<file path="src/rtl/bus_pkg.sv">
// Shared bus definitions: master count, one-hot grant constants, arbiter
// state encoding and the round-robin pick result record.
package bus_pkg;

  localparam int NUM_MASTERS = 4;
  localparam int IDX_W       = 2;

  localparam logic [NUM_MASTERS-1:0] GRANT_M0 = 4'b0001;
  localparam logic [NUM_MASTERS-1:0] GRANT_M1 = 4'b0010;
  localparam logic [NUM_MASTERS-1:0] GRANT_M2 = 4'b0100;
  localparam logic [NUM_MASTERS-1:0] GRANT_M3 = 4'b1000;

  typedef enum logic {
    IDLE  = 1'b0,
    OWNED = 1'b1
  } arb_state_e;

  typedef struct packed {
    logic             valid;
    logic [IDX_W-1:0] winner;
  } pick_t;

  // Master index to its one-hot grant pattern.
  function automatic logic [NUM_MASTERS-1:0] idx_to_grant(input logic [IDX_W-1:0] idx);
    logic [NUM_MASTERS-1:0] g;
    case (idx)
      2'd0:    g = GRANT_M0;
      2'd1:    g = GRANT_M1;
      2'd2:    g = GRANT_M2;
      default: g = GRANT_M3;
    endcase
    return g;
  endfunction

endpackage

</file>
<file path="src/rtl/bus_rr_pick.sv">
// Combinational round-robin picker: scans masters upward from the one after
// last_owner, wrapping, and returns the first requester not masked by excl.
module bus_rr_pick
  import bus_pkg::*;
(
  input  logic [NUM_MASTERS-1:0] req,
  input  logic [IDX_W-1:0]       last_owner,
  input  logic [NUM_MASTERS-1:0] excl,
  output logic                   valid,
  output logic [IDX_W-1:0]       winner
);

  logic [NUM_MASTERS-1:0] cand;
  logic [IDX_W-1:0]       idx;

  assign cand = req & ~excl;

  // First eligible candidate in rotated order; offset NUM_MASTERS lands back on last_owner.
  always_comb begin
    valid  = 1'b0;
    winner = '0;
    idx    = '0;
    for (int i = 1; i <= NUM_MASTERS; i++) begin
      idx = last_owner + IDX_W'(i);
      if (!valid && cand[idx]) begin
        valid  = 1'b1;
        winner = idx;
      end
    end
  end

endmodule

</file>
<file path="src/rtl/bus_arbiter.sv">
// Four-master round-robin bus arbiter with registered one-hot grants and
// hold-limit preemption of an owner that keeps the bus while others wait.
module bus_arbiter #(
  parameter int HOLD_LIMIT  = 16,
  parameter int NUM_MASTERS = 4
) (
  input  logic       clk,
  input  logic       rst,
  input  logic       m0_req_i,
  input  logic       m1_req_i,
  input  logic       m2_req_i,
  input  logic       m3_req_i,
  output logic       m0_grnt_o,
  output logic       m1_grnt_o,
  output logic       m2_grnt_o,
  output logic       m3_grnt_o,
  output logic [1:0] owner_o,
  output logic       bus_busy_o
);

  import bus_pkg::*;

  // The grant ports are fixed at four masters; any other count is a build error.
  if (NUM_MASTERS != bus_pkg::NUM_MASTERS) begin : g_bad_num_masters
    $error("bus_arbiter: NUM_MASTERS must be 4");
  end
  if (HOLD_LIMIT < 0) begin : g_bad_hold_limit
    $error("bus_arbiter: HOLD_LIMIT must be >= 0");
  end

  localparam int CNT_W = (HOLD_LIMIT < 1) ? 1 : $clog2(HOLD_LIMIT + 1);
  localparam logic [CNT_W-1:0] HOLD_SAT = CNT_W'(HOLD_LIMIT);
  localparam logic [CNT_W-1:0] PRE_AT   = (HOLD_LIMIT > 0) ? CNT_W'(HOLD_LIMIT - 1) : '0;
  localparam logic             PRE_EN   = (HOLD_LIMIT > 0);

  logic [3:0]       req;
  arb_state_e       state;
  logic [3:0]       grant;
  logic [IDX_W-1:0] owner;
  logic [IDX_W-1:0] last_owner;
  logic [CNT_W-1:0] hold_cnt;

  logic             owner_req;
  logic             others_req;
  logic             preempt;
  pick_t            pick;

  assign req = {m3_req_i, m2_req_i, m1_req_i, m0_req_i};

  // grant is zero in IDLE, so these reduce to "any request" / "no owner" there.
  assign owner_req  = |(req & grant);
  assign others_req = |(req & ~grant);

  // Once the count has reached the limit point (or saturated past it while the
  // owner was alone), the first competing request takes the bus at the next edge.
  assign preempt = PRE_EN && owner_req && others_req && (hold_cnt >= PRE_AT);

  // The current owner is masked out so a preemption always hands the bus on.
  bus_rr_pick u_pick (
    .req        (req),
    .last_owner (last_owner),
    .excl       (grant),
    .valid      (pick.valid),
    .winner     (pick.winner)
  );

  // Arbiter FSM; grant, owner and hold count are all registered here.
  always_ff @(posedge clk) begin
    if (rst) begin
      state      <= IDLE;
      grant      <= '0;
      owner      <= '0;
      last_owner <= 2'd3;
      hold_cnt   <= '0;
    end else begin
      case (state)
        IDLE: begin
          if (pick.valid) begin
            state      <= OWNED;
            grant      <= idx_to_grant(pick.winner);
            owner      <= pick.winner;
            last_owner <= pick.winner;
            hold_cnt   <= '0;
          end
        end
        OWNED: begin
          if (owner_req && !preempt) begin
            if (hold_cnt != HOLD_SAT) hold_cnt <= hold_cnt + 1'b1;
          end else if (pick.valid) begin
            grant      <= idx_to_grant(pick.winner);
            owner      <= pick.winner;
            last_owner <= pick.winner;
            hold_cnt   <= '0;
          end else begin
            state    <= IDLE;
            grant    <= '0;
            hold_cnt <= '0;
          end
        end
        default: begin
          state <= IDLE;
          grant <= '0;
        end
      endcase
    end
  end

  assign m0_grnt_o  = grant[0];
  assign m1_grnt_o  = grant[1];
  assign m2_grnt_o  = grant[2];
  assign m3_grnt_o  = grant[3];
  assign owner_o    = owner;
  assign bus_busy_o = (state == OWNED);

endmodule

</file>
<file path="config.mk">
export PLATFORM = sky130hd
export DESIGN_NAME = bus_arbiter
export DESIGN_NICKNAME = d
export VERILOG_FILES = /design/src/rtl/bus_pkg.sv /design/src/rtl/bus_rr_pick.sv /design/src/rtl/bus_arbiter.sv
export SDC_FILE = /design/constraint.sdc
export NUM_CORES = 1
export LEC_CHECK = 0
export CAP_MARGIN = 20
export CORE_MARGIN = 1
export CORE_UTILIZATION = 55
export CTS_CLUSTER_DIAMETER = 120
export CTS_CLUSTER_SIZE = 14
export DETAILED_ROUTE_END_ITERATION = 12
export DONT_BUFFER_PORTS = 1
export PLACE_DENSITY = 0.74
export SETUP_SLACK_MARGIN = 0.5
export SLEW_MARGIN = 20
export SYNTH_ARGS = -nofsm -noshare
export SYNTH_HDL_FRONTEND = slang
export SYNTH_SLANG_ARGS = --single-unit
</file>
<file path="constraint.sdc">
create_clock -name clk -period 2.4 [get_ports clk]
set_input_delay 0.36 -clock clk [delete_from_list [all_inputs] [get_ports clk]]
set_output_delay 0.36 -clock clk [all_outputs]
set_load 0.005 [all_outputs]
</file>
After elaboration in Yosys (flattened, before gate mapping)
Index checks and enable logic that the tools add are counted.
{"block": "totals", "register_bits": 14, "inputBits": 6, "out_inout_bits": 7, "word_cells": 73}
{"block": "classes", "n_addsub": 4, "magnitude_cmp": 5, "eq_ne": 6, "mux": 34, "n_bitwise": 4, "reduce_logical": 15}
{"operator": "2-to-1 mux 2 bit", "n": 8}
{"operator": "2-to-1 mux 5 bit", "n": 3}
{"operator": "less-than comparator 2 x 3 -> 1 bit (second input constant)", "n": 4}
{"operator": "2-to-1 mux 4 bit", "n": 3}
{"operator": "case mux 4 bit (3 select lines)", "n": 1}
{"operator": "2-to-1 mux 1 bit", "n": 10}
{"operator": "case mux 5 bit (2 select lines)", "n": 1}
{"operator": "bitwise AND 4 bit", "n": 2}
{"operator": "binary-select mux 1 bit (select 2 bit)", "n": 4}
{"operator": "case mux 2 bit (2 select lines)", "n": 2}
{"operator": "case mux 4 bit (2 select lines)", "n": 1}
{"operator": "OR reduction 4 bit", "n": 2}
{"operator": "logical AND 1 bit", "n": 6}
{"operator": "adder 5 x 1 -> 5 bit (second input constant)", "n": 1}
{"operator": ">= comparator 5 x 4 -> 1 bit (second input constant)", "n": 1}
{"operator": "inequality test 5 bit (second input constant)", "n": 1}
{"operator": "adder 2 bit (second input constant)", "n": 2}
{"operator": "logical NOT 1 bit", "n": 4}
{"operator": "NOT 4 bit", "n": 1}
{"operator": "AND reduction 2 bit", "n": 2}
{"operator": "inequality test 3 x 2 -> 1 bit (second input constant)", "n": 1}
{"operator": "adder 2 x 1 -> 2 bit (second input constant)", "n": 1}
{"operator": "equality test 2 x 1 -> 1 bit (second input constant)", "n": 1}
{"operator": "equality test 2 bit (second input constant)", "n": 1}
{"operator": "other kinds (5)", "n": 5}

Longest topological paths before layout
Gate-level depths: netlist of the first run.
{"block": "depth", "word_depth": 19, "depth_mapped": 9}

Cells and area by module
From an unflattened synthesis of the first run, not the netlist that was laid out.
{"block": "hier_totals", "hier_cells": 99, "hier_area_um2": 850.8}
{"module": "bus_arbiter", "n_inst": 1, "cells_each": 82, "area_each_um2": 724.4}
{"module": "bus_rr_pick", "n_inst": 1, "cells_each": 17, "area_each_um2": 126.4}

Worst setup path before layout of the first run
OpenSTA, ideal clock, no wires.
{"block": "synth_timing", "kind": "register to register", "startpoint": "register hold_cnt[0]", "endpoint": "register hold_cnt[3]", "setup_time_ns": 0.096, "arrival_time_ns": 1.740, "slack_ns": 0.565, "path_stages_with_launch": 9, "path_buffers": 0, "path_cell_list": "dfxtp_1 ha_1 and3_1 ha_1 nor2_1 nand2_1 a211oi_4 nand2b_4 o41ai_2"}
{"block": "synth_between", "elab_chain_len": 6, "elab_cells_between_ends": 11, "cone_classes": "add/sub (1); order compare (1); eq/ne (2); mux (3); reduce/logical (4)"}
{"element": "from (decl)", "line": "bus_arbiter.sv:41", "text": "logic [CNT_W-1:0] hold_cnt;"}
{"element": "from (signal assigned)", "line": "bus_arbiter.sv:88", "text": "if (hold_cnt != HOLD_SAT) hold_cnt <= hold_cnt + 1'b1;"}
{"element": ">= comparator 5 x 4 -> 1 bit", "line": "bus_arbiter.sv:56", "text": "assign preempt = PRE_EN && owner_req && others_req && (hold_cnt >= PRE_AT);"}
{"element": "logical AND 1 bit", "line": "bus_arbiter.sv:56"}
{"element": "logical NOT 1 bit", "line": "bus_arbiter.sv:87", "text": "if (owner_req && !preempt) begin"}
{"element": "logical AND 1 bit", "line": "bus_arbiter.sv:87"}
{"element": "2-to-1 mux 5 bit / inequality test 3 x 2 -> 1 bit (equally long branches)"}
{"element": "case mux 5 bit (2 select lines) / AND reduction 2 bit (equally long branches)"}
Parallel ways exist; a longest one is shown, timed or not. The select of a mux whose other input is x is not followed.
A chain may end at the register's enable or synchronous reset.

Worst setup path in the final report of the first run
Ends and elaborated chain as after synthesis.

==> results of run 1 <==
[flip-flops by register name (all words and copies together), names as in the netlist]
name        flops
last_owner      2
bus_busy_o      1
hold_cnt        5
grant           4
owner_o         2
[worst max-delay path, stage by stage, from the launching register on]
cell and delay (ns):
dfxtp_4 0.36, ha_4 0.16, and3_4 0.17, ha_2 0.18, nor2_4 0.12, nand2_2 0.07
a211oi_4 0.29, nand2b_4 0.11, o41ai_2 0.30
[cells in the mapped netlist (all sizes together), types with 2 or more instances]
master	n
dfxtp	14
nand2	10
inv	8
nand3	6
nor2	6
o21ai	5
nor2b	4
a21oi	3
and3	3
ha	3
nand2b	3
o31ai	3
a211oi	2
a22o	2
a32oi	2
buf	2
nand4	2
nand4b	2
o41ai	2
[metal layers]
metal	track usage	wire length, um	vias up
met5	0	0	-
met4	0.09032	30	0
met2	0.2500	719	30
met3	0.06522	94	7
met1	0.3478	908	338
li1	-	-	368
[stage by stage]
stage	instance area, um2	util	total power [mW]	hold slack, ns	worst slack (ns)
final	955.9	0.6914	0.6425	0.1338	0.5540
after global routing	955.9	0.6914	0.6833	0.1221	0.4786
after CTS	894.6	0.6471	0.6360	0.1367	0.5224
after detailed placement	864.6	0.6253	0.5008	0.4349	0.4376
after global placement	864.6	0.6253	0.4959	0.4325	0.4990
after floorplan	862.1	-	0.4707	0.4527	0.5646
[power by group through the flow]
stage	Sequential, mW	Clock, mW	Combinational [mW]
floorplan	0.306	0	0.165
global placement	0.314	0	0.182
detailed placement	0.315	0	0.186
CTS	0.310	0.136	0.190
global route	0.316	0.146	0.221
finish	0.308	0.135	0.199
[final cells by class]
cell class | count | area (um2)
flip-flops and latches | 14 | 287.8
repair buffers | 3 | 22.52
multi-input cells | 71 | 574.3
inverters | 8 | 30.03
well taps | 15 | 18.77
fillers | 106 | 426.7
clock buffers | 3 | 22.52
[logic make-up (layout without fill, tap and decap cells)]
group | Yosys count | in the layout
AND/OR/NAND/NOR | 40 | 40
AO/OA/AOI/OAI | 28 | 28
adder cells (fa/ha/maj) | 3 | 3
flip-flops | 14 | 14
buffers and inverters | 11 | 14
[what timing repair did]
item	in CTS	in global routing
setup endpoints to repair	4	12
resized for setup	0	13
pin swaps	1	4
setup buffers	1	2
[worst max-delay path by stage]
stage                                   from                        to  slack, ns  depth (start not counted)
finish              hold_cnt[0]$_SDFFE_PP0P_  hold_cnt[3]$_SDFFE_PP0P_       0.55                          8
global route        hold_cnt[0]$_SDFFE_PP0P_  hold_cnt[3]$_SDFFE_PP0P_       0.48                          8
CTS                 hold_cnt[0]$_SDFFE_PP0P_  hold_cnt[3]$_SDFFE_PP0P_       0.52                          8
detailed placement  hold_cnt[0]$_SDFFE_PP0P_  hold_cnt[3]$_SDFFE_PP0P_       0.44                          8
global placement    hold_cnt[0]$_SDFFE_PP0P_  hold_cnt[3]$_SDFFE_PP0P_       0.50                          8
floorplan           hold_cnt[0]$_SDFFE_PP0P_  hold_cnt[3]$_SDFFE_PP0P_       0.56                          8
==> out/results.ini, run 1 <==
[routing]
drtAntennaViolNets=0
viasPerCell=6.518
drcViolationCount=0
drt-wirelength-per-cell_um=15.37
firstDrtPassIters=6
vias=743
drtIter0Drc=13
drt-total-wl_um=1752

[logic_synthesis]
synthMuxAreaShare=0
yosysWarnings=0
synth-compound-area-share=0.3208
synth-edff-count=0
synth_nets=105
synth-simple-area-share=0.2569
synth_cells=96
synth_ff_type=dfxtp_1
netlist_area_um2=862.1
seq_area_frac_synth=0.3251
synth_top_family_by_area=compound AO/OA/AOI/OAI gates
synth-xor-area-share=0
synth_seq_cells=14
synth_adder_area_share=0.04354
syn_avg_cell_area_um2=8.980
ys_types=37
yosysTopAreaCell=dfxtp_1
yosysTopAreaCellShare=0.3251
async_flop_share=0
yosys-top-cells-area=dfxtp_1, ha_1, nand2_1, o41ai_2, nand3_1

[clocking]
cts.sinks=14
cts_buffers=3
clk_latency_ns=0.28
clk_pin_slew_worst_paths_ns=0.08
root_buffer=clkbuf_4
hold_buffers=0
clockBufferDepth=2
htreeDepth=1
cts_tree=done

[floorplan]
die_x_um=41.59
initial_core_util=0.6235
dieArea_um2=1730
fp.dieH_um=41.59
ios=13
core_um2=1383
num_rows=13

[timing]
setup_viol=0
report.final.slew_viol_count=0
finalCriticalPeriod_ns=1.846
tns_ns=0
rsz0062_at_grt=no
post-route-period-util=0.7692
final_hold_viol_count=0
finalClockSkew_ns=0.002058
fmax_ghz=0.5417
worstMarginPinSlew_ns=0.4402
maxSlewHeadroom=0.7060

[worst_setup_path]
crit_fanout=5
startpoint_type=register
r2r_slack_ns=0.55
cp.arrival_ns=2.04
crit_required_ns=2.59
crit_path_end_kind=register
reg2reg_to=hold_cnt[3]$_SDFFE_PP0P_
r2r_cells=8
r2r-start=hold_cnt[0]$_SDFFE_PP0P_
crit_type=reg2reg

[power_and_ir_drop]
p_clk_frac=0.211
pwr-share-seq=0.480
vdd_ir_drop_max_uv=396.0
combPwrFrac=0.309
switching_share=0.3639
p_leak_nw=0.3489
power.density_nw_per_um2=672.1
power.internal_mw=0.4087
switching_power_mw=0.2338

[worst_hold_path]
hold_path_startpoint=rst
min_to=owner_o[1]$_SDFFE_PP0P_
min_path_cells=1
hp-class=in2reg

[placed_design]
dp.cells=108
gp_congestion=0.8194
place_hpwl_um=1224
port_buffers=0

[global_routing]
grt_max_degree=16
first_global_vias=636
antenna_found_initial=0
grt_use_total=0.2149
grt_pass1_wl_um=2842
grt_overflow=0

[layout]
layout-drive-gt1-share=0.2424
final_common_cell=dfxtp_1
nNetsFinal=110
area_growth_pct=10.89
antennaDiodeCount=0
fin_cells=114
mostFrequentLayoutCells=dfxtp_1, nand2_1, inv_1

[flow_run]
drv_cap=0

[run_status]
status=completed

Note: power is estimated with default switching activity, not from simulation.
==> run 2: changes to the inputs <==
==> constraint.sdc (replaced) <==
create_clock -name clk -period 1.9 [get_ports clk]
set_input_delay 0.285 -clock clk [delete_from_list [all_inputs] [get_ports clk]]
set_output_delay 0.285 -clock clk [all_outputs]
set_load 0.005 [all_outputs]
==> run 2 against run 1 <==
  * Die area unchanged
  * Clock power up 59%
  * Setup slack worse by 0.36 ns
  * Non-clock buffer count up 7
  * Register-to-register slack worse by 0.36 ns
  * Critical path depth unchanged
  * Sequential cell count unchanged
  * Sequential share of layout area down 3.7 points
  * Highest routed layer unchanged
==> out/results.ini, run 2 (synthesis gave the netlist of run 1 again) <==
[timing]
finalClockSkew_ns=0.0009570
report.final.slew_viol_count=0
maxSlewHeadroom=0.7192
rsz0062_at_grt=yes
post-route-period-util=0.8998
final_hold_viol_count=0
finalCriticalPeriod_ns=1.710
setup_viol=0
tns_ns=0
fmax_ghz=0.5849
worstMarginPinSlew_ns=0.4207

[layout]
mostFrequentLayoutCells=dfxtp_1, buf_4, inv_1
layout-drive-gt1-share=0.3645
final_common_cell=dfxtp_1
seq_area_um2=285.3
antennaDiodeCount=0
multi_input_area_um2=636.9
largest_reg_flops=5
area_growth_pct=25.54
top_regs=hold_cnt (5), grant (4)
num-fill-cells=94
regMostFlops=hold_cnt
design_area_um2=1082
nNetsFinal=117

[worst_setup_path]
cpPeakStageDelay_ns=0.36
startpoint_type=register
cp.arrival_ns=1.90
crit_fanout=5
crit_required_ns=2.09
cp_top_family=simple AND/OR/NAND/NOR gates
cpMostUsedCell=ha_4
worstPathCellList=ha_4 -> and3_4 -> ha_4 -> nor2_4 -> nand2_2 -> a211oi_4 -> nand2b_4 -> o31ai_2
crit_path_end_kind=register
crit_type=reg2reg
slowest_stage=dfxtp_4
crit_buf_inv=0

[routing]
vias=783
drtAntennaViolNets=0
drtIter0Drc=30
drt-wirelength-per-cell_um=16.52
drt-total-wl_um=2015
drcViolationCount=0
firstDrtPassIters=4
viasPerCell=6.418

[floorplan]
dieArea_um2=1730
die_x_um=41.59
initial_core_util=0.6235
ios=13
fp.dieH_um=41.59
num_rows=13
core_um2=1383

[placed_design]
post_dp_cell_area_um2=909.6
place_hpwl_um=1402
port_buffers=0
gp_congestion=0.8731

[global_routing]
antenna_found_initial=0
grt_pass1_wl_um=3491
grt_overflow=0
grt_use_total=0.2611
grt_max_degree=16
first_global_vias=762

[power_and_ir_drop]
vdd_ir_drop_max_uv=650.5
power.density_nw_per_um2=859.3
p_leak_nw=0.4091

[clocking]
cts_tree=done
clk_pin_slew_worst_paths_ns=0.09
cts.sinks=14
clk_latency_ns=0.27
clockBufferDepth=2
hold_buffers=0
root_buffer=clkbuf_4
htreeDepth=1
cts_buffers=3

[flow_run]
drv_cap=0

[run_status]
status=completed

[worst_hold_path]
hp-class=in2reg

-- run 2: cell types whose count changed in the layout (fill, tap and decap cells not counted), sizes merged --
cell / delta
clkbuf: +1
buf: +7
-- run 2: metrics by stage --
step           setup slack [ns]  utilization  std cells  total power [mW]  hold slack, ns
2_1_floorplan            0.2347            -         96            0.6037          0.4527
3_3_place_gp             0.1026       0.6579        110            0.6518          0.3583
6_report                 0.1904       0.7828        122            0.9300         0.06553
5_1_grt                  0.1096       0.7828        122            0.9857         0.04023
3_5_place_dp            0.05280       0.6579        110            0.6610          0.3581
4_1_cts                  0.1760       0.7548        120            0.9175         0.05828
-- run 2: metal layers --
layer | GRT usage | vias to the layer above | part of all wire
li1 | - | 382 | -
met4 | 0.09032 | 0 | 0.011
met3 | 0.05217 | 4 | 0.063
met5 | 0 | - | 0
met2 | 0.3906 | 33 | 0.49
met1 | 0.3723 | 364 | 0.44
-- run 2: where the power goes --
part	total, mW	internal, mW	leakage [nW]	switching, mW
Combinational	0.326	0.149	0.272	0.177
Clock	0.215	0.116	0.0210	0.0990
Sequential	0.388	0.336	0.116	0.0529
-- run 2: worst reg2reg max path, stage by stage (launching register included) --
cell and delay, ns:
dfxtp_4 0.36, ha_4 0.15, and3_4 0.18, ha_4 0.16, nor2_4 0.10, nand2_2 0.07
a211oi_4 0.26, nand2b_4 0.12, o31ai_2 0.21
-- run 2: final cells by class --
| class | instances | area share |
|---|---|---|
| clock buffer | 4 | 0.03353 |
| multi-input combinational | 71 | 0.5884 |
| sequential | 14 | 0.2636 |
| inverter | 8 | 0.02775 |
| timing repair buffer | 10 | 0.06936 |
| tap | 15 | 0.01734 |
-- run 2: path summary, 6_finish.rpt --
| kind | startpoint | end | slack, ns | depth (start not counted) |
|---|---|---|---|---|
| min | rst | owner_o[1]$_SDFFE_PP0P_ | 0.07 | 1 |
| min reg2reg | owner_o[1]$_SDFFE_PP0P_ | owner_o[1]$_SDFFE_PP0P_ | 0.48 | 2 |
| max reg2reg | hold_cnt[0]$_SDFFE_PP0P_ | hold_cnt[0]$_SDFFE_PP0P_ | 0.19 | 8 |
| max | hold_cnt[0]$_SDFFE_PP0P_ | hold_cnt[0]$_SDFFE_PP0P_ | 0.19 | 8 |
-- run 2: repair_timing --
item,4_1_cts,5_1_grt
resized for setup,10,5
setup buffers,6,2
pin swaps,4,2
endpoints found under the setup margin,14,14
==> run 3: changes to the inputs <==
--- a/config.mk
+++ b/config.mk
@@ -7,12 +7,13 @@
 export LEC_CHECK = 0
 export CAP_MARGIN = 20
 export CORE_MARGIN = 1
-export CORE_UTILIZATION = 55
+export CORE_UTILIZATION = 40
+export CTS_BUF_LIST = sky130_fd_sc_hd__clkbuf_8 sky130_fd_sc_hd__clkbuf_16
 export CTS_CLUSTER_DIAMETER = 120
 export CTS_CLUSTER_SIZE = 14
 export DETAILED_ROUTE_END_ITERATION = 12
 export DONT_BUFFER_PORTS = 1
-export PLACE_DENSITY = 0.74
+export PLACE_DENSITY = 0.58
 export SETUP_SLACK_MARGIN = 0.5
 export SLEW_MARGIN = 20
 export SYNTH_ARGS = -nofsm -noshare
==> run 3 against run 2 <==
  * Non-clock buffer count is 5 higher
  * Worst hold slack better by 0.031 ns
  * Critical endpoint is now grant[1]$_SDFFE_PP0P_
  * First-iteration DRC count is 47% lower
  * Highest routed layer unchanged
  * Final cell count is 15% higher
  * Largest power group unchanged
==> out/results.ini, run 3 (synthesis gave the netlist of run 1 again) <==
[global_routing]
first_global_vias=694
busiest_layer=met1
grtUsageMet3=0.06604
grt_pass1_wl_um=3229
antenna_found_initial=0
use_met1=0.2553
grt_use_total=0.1765
grt_overflow=0
grt_max_degree=16
grt_use_met2=0.2441

[power_and_ir_drop]
power.density_nw_per_um2=904.6
combPwrFrac=0.355
vdd_ir_drop_max_uv=568.2
switching_share=0.3447
pwr-share-seq=0.367
p_leak_nw=0.4473
power.internal_mw=0.7053
switching_power_mw=0.3711
p_clk_frac=0.278

[worst_setup_path]
crit_fanout=5
slowest_stage=dfxtp_4
cpPeakStageDelay_ns=0.35
crit_type=reg2reg
worstSetupStartpoint=hold_cnt[0]$_SDFFE_PP0P_
crit_required_ns=2.04
startpoint_type=register
cpMostUsedCell=ha_4
cp.arrival_ns=1.89
worstPathCellList=ha_4 -> and3_4 -> ha_4 -> nor2_4 -> buf_4 -> nand3_2 -> a22o_4 -> nand4b_1 -> o21ai_0
r2r-start=hold_cnt[0]$_SDFFE_PP0P_
crit_path_end_kind=register

[clocking]
hold_buffers=0
clk_pin_slew_worst_paths_ns=0.06
cts_tree=done
cts_buffers=3
clk_latency_ns=0.25
cts.sinks=14
htreeDepth=1
clockBufferDepth=2
root_buffer=clkbuf_8

[layout]
final_common_cell=buf_4
antennaDiodeCount=0
regMostFlops=hold_cnt
top_regs=hold_cnt (5), grant (4)
layout-drive-gt1-share=0.4336
num-fill-cells=164
largest_reg_flops=5
area_growth_pct=38.03
nNetsFinal=123
mostFrequentLayoutCells=buf_4, dfxtp_1, inv_1

[timing]
worstMarginPinSlew_ns=0.4350
maxSlewHeadroom=0.7097
finalCriticalPeriod_ns=1.753
tns_ns=0
final_hold_viol_count=0
rsz0062_at_grt=yes
post-route-period-util=0.9227
report.final.slew_viol_count=0
finalClockSkew_ns=0.002819
fmax_ghz=0.5704
setup_viol=0
hold_slack_ns=0.09606

[routing]
viasPerCell=5.979
firstDrtPassIters=4
drtAntennaViolNets=0
vias=837
drtIter0Drc=16
drt-total-wl_um=2250
drcViolationCount=0
drt-wirelength-per-cell_um=16.07

[floorplan]
die_x_um=48.43
dieArea_um2=2345
ios=13
num_rows=16
core_um2=2002
initial_core_util=0.4306
fp.dieH_um=48.43

[worst_hold_path]
hold_path_startpoint=rst
hp-class=in2reg

[placed_design]
port_buffers=0
place_hpwl_um=1343
gp_congestion=0.8015

[run_status]
status=completed

[flow_run]
drv_cap=0

## run 3: cell types whose count changed in the layout (fill, tap and decap cells not counted), sizes merged
cell	previous run	this run
buf	10	15
a22o	2	3
## run 3: routing by layer
layer / vias to the layer above / part of all wire
li1: 394 / -
met1: 411 / 0.48
met2: 27 / 0.45
met3: 5 / 0.055
met4: 0 / 0.012
met5: - / 0
## run 3: cell type report
class / instances / area [um2] / share of cell area
clock buffers: 4 / 55.05 / 0.04627
inverters: 8 / 30.03 / 0.02524
multi-input cells: 72 / 669.4 / 0.5626
flip-flops and latches: 14 / 285.3 / 0.2397
well taps: 27 / 33.78 / 0.02839
repair buffers: 15 / 116.4 / 0.09779
## run 3: power groups by stage
| stage | clock network (mW) | registers (mW) | logic [mW] |
|---|---|---|---|
| after detailed placement | 0 | 0.396 | 0.259 |
| after CTS | 0.304 | 0.389 | 0.303 |
| after global placement | 0 | 0.395 | 0.264 |
| final | 0.300 | 0.395 | 0.382 |
| after global routing | 0.317 | 0.401 | 0.409 |
| after floorplan | 0 | 0.387 | 0.217 |
## run 3: final timing paths
check | end | slack (ns) | cells after the start
setup reg to reg | grant[1]$_SDFFE_PP0P_ | 0.15 | 9
hold reg to reg | owner_o[1]$_SDFFE_PP0P_ | 0.47 | 2
hold / removal | owner_o[1]$_SDFFE_PP0P_ | 0.1 | 1
setup / recovery | grant[1]$_SDFFE_PP0P_ | 0.15 | 9
## run 3: worst max-delay path: cells and delay by family (launching register included)
| family | cells | cell delay (ns) |
|---|---|---|
| compound gates | 2 | 0.38 |
| fa+ha+maj | 2 | 0.30 |
| simple gates | 4 | 0.48 |
| buf+inv | 1 | 0.12 |
| flops | 1 | 0.35 |
## run 3: what timing repair did
action | 4_1_cts | 5_1_grt
gates resized for setup | 11 | 10
pin swaps | 9 | 8
endpoints found under the setup margin | 14 | 14
setup buffers | 6 | 5
gates cloned | 0 | 1
## run 3: through the flow
step                  util  area [um2]  instances  total power [mW]  worst slack [ns]
floorplan                -       895.9         96            0.6037            0.2347
global placement    0.4694       939.7        124            0.6591            0.1074
detailed placement  0.4694       939.7        124            0.6544           0.07338
CTS                 0.5456        1092        134            0.9959            0.1155
global route        0.5944        1190        140             1.128           0.04881
finish              0.5944        1190        140             1.076            0.1469
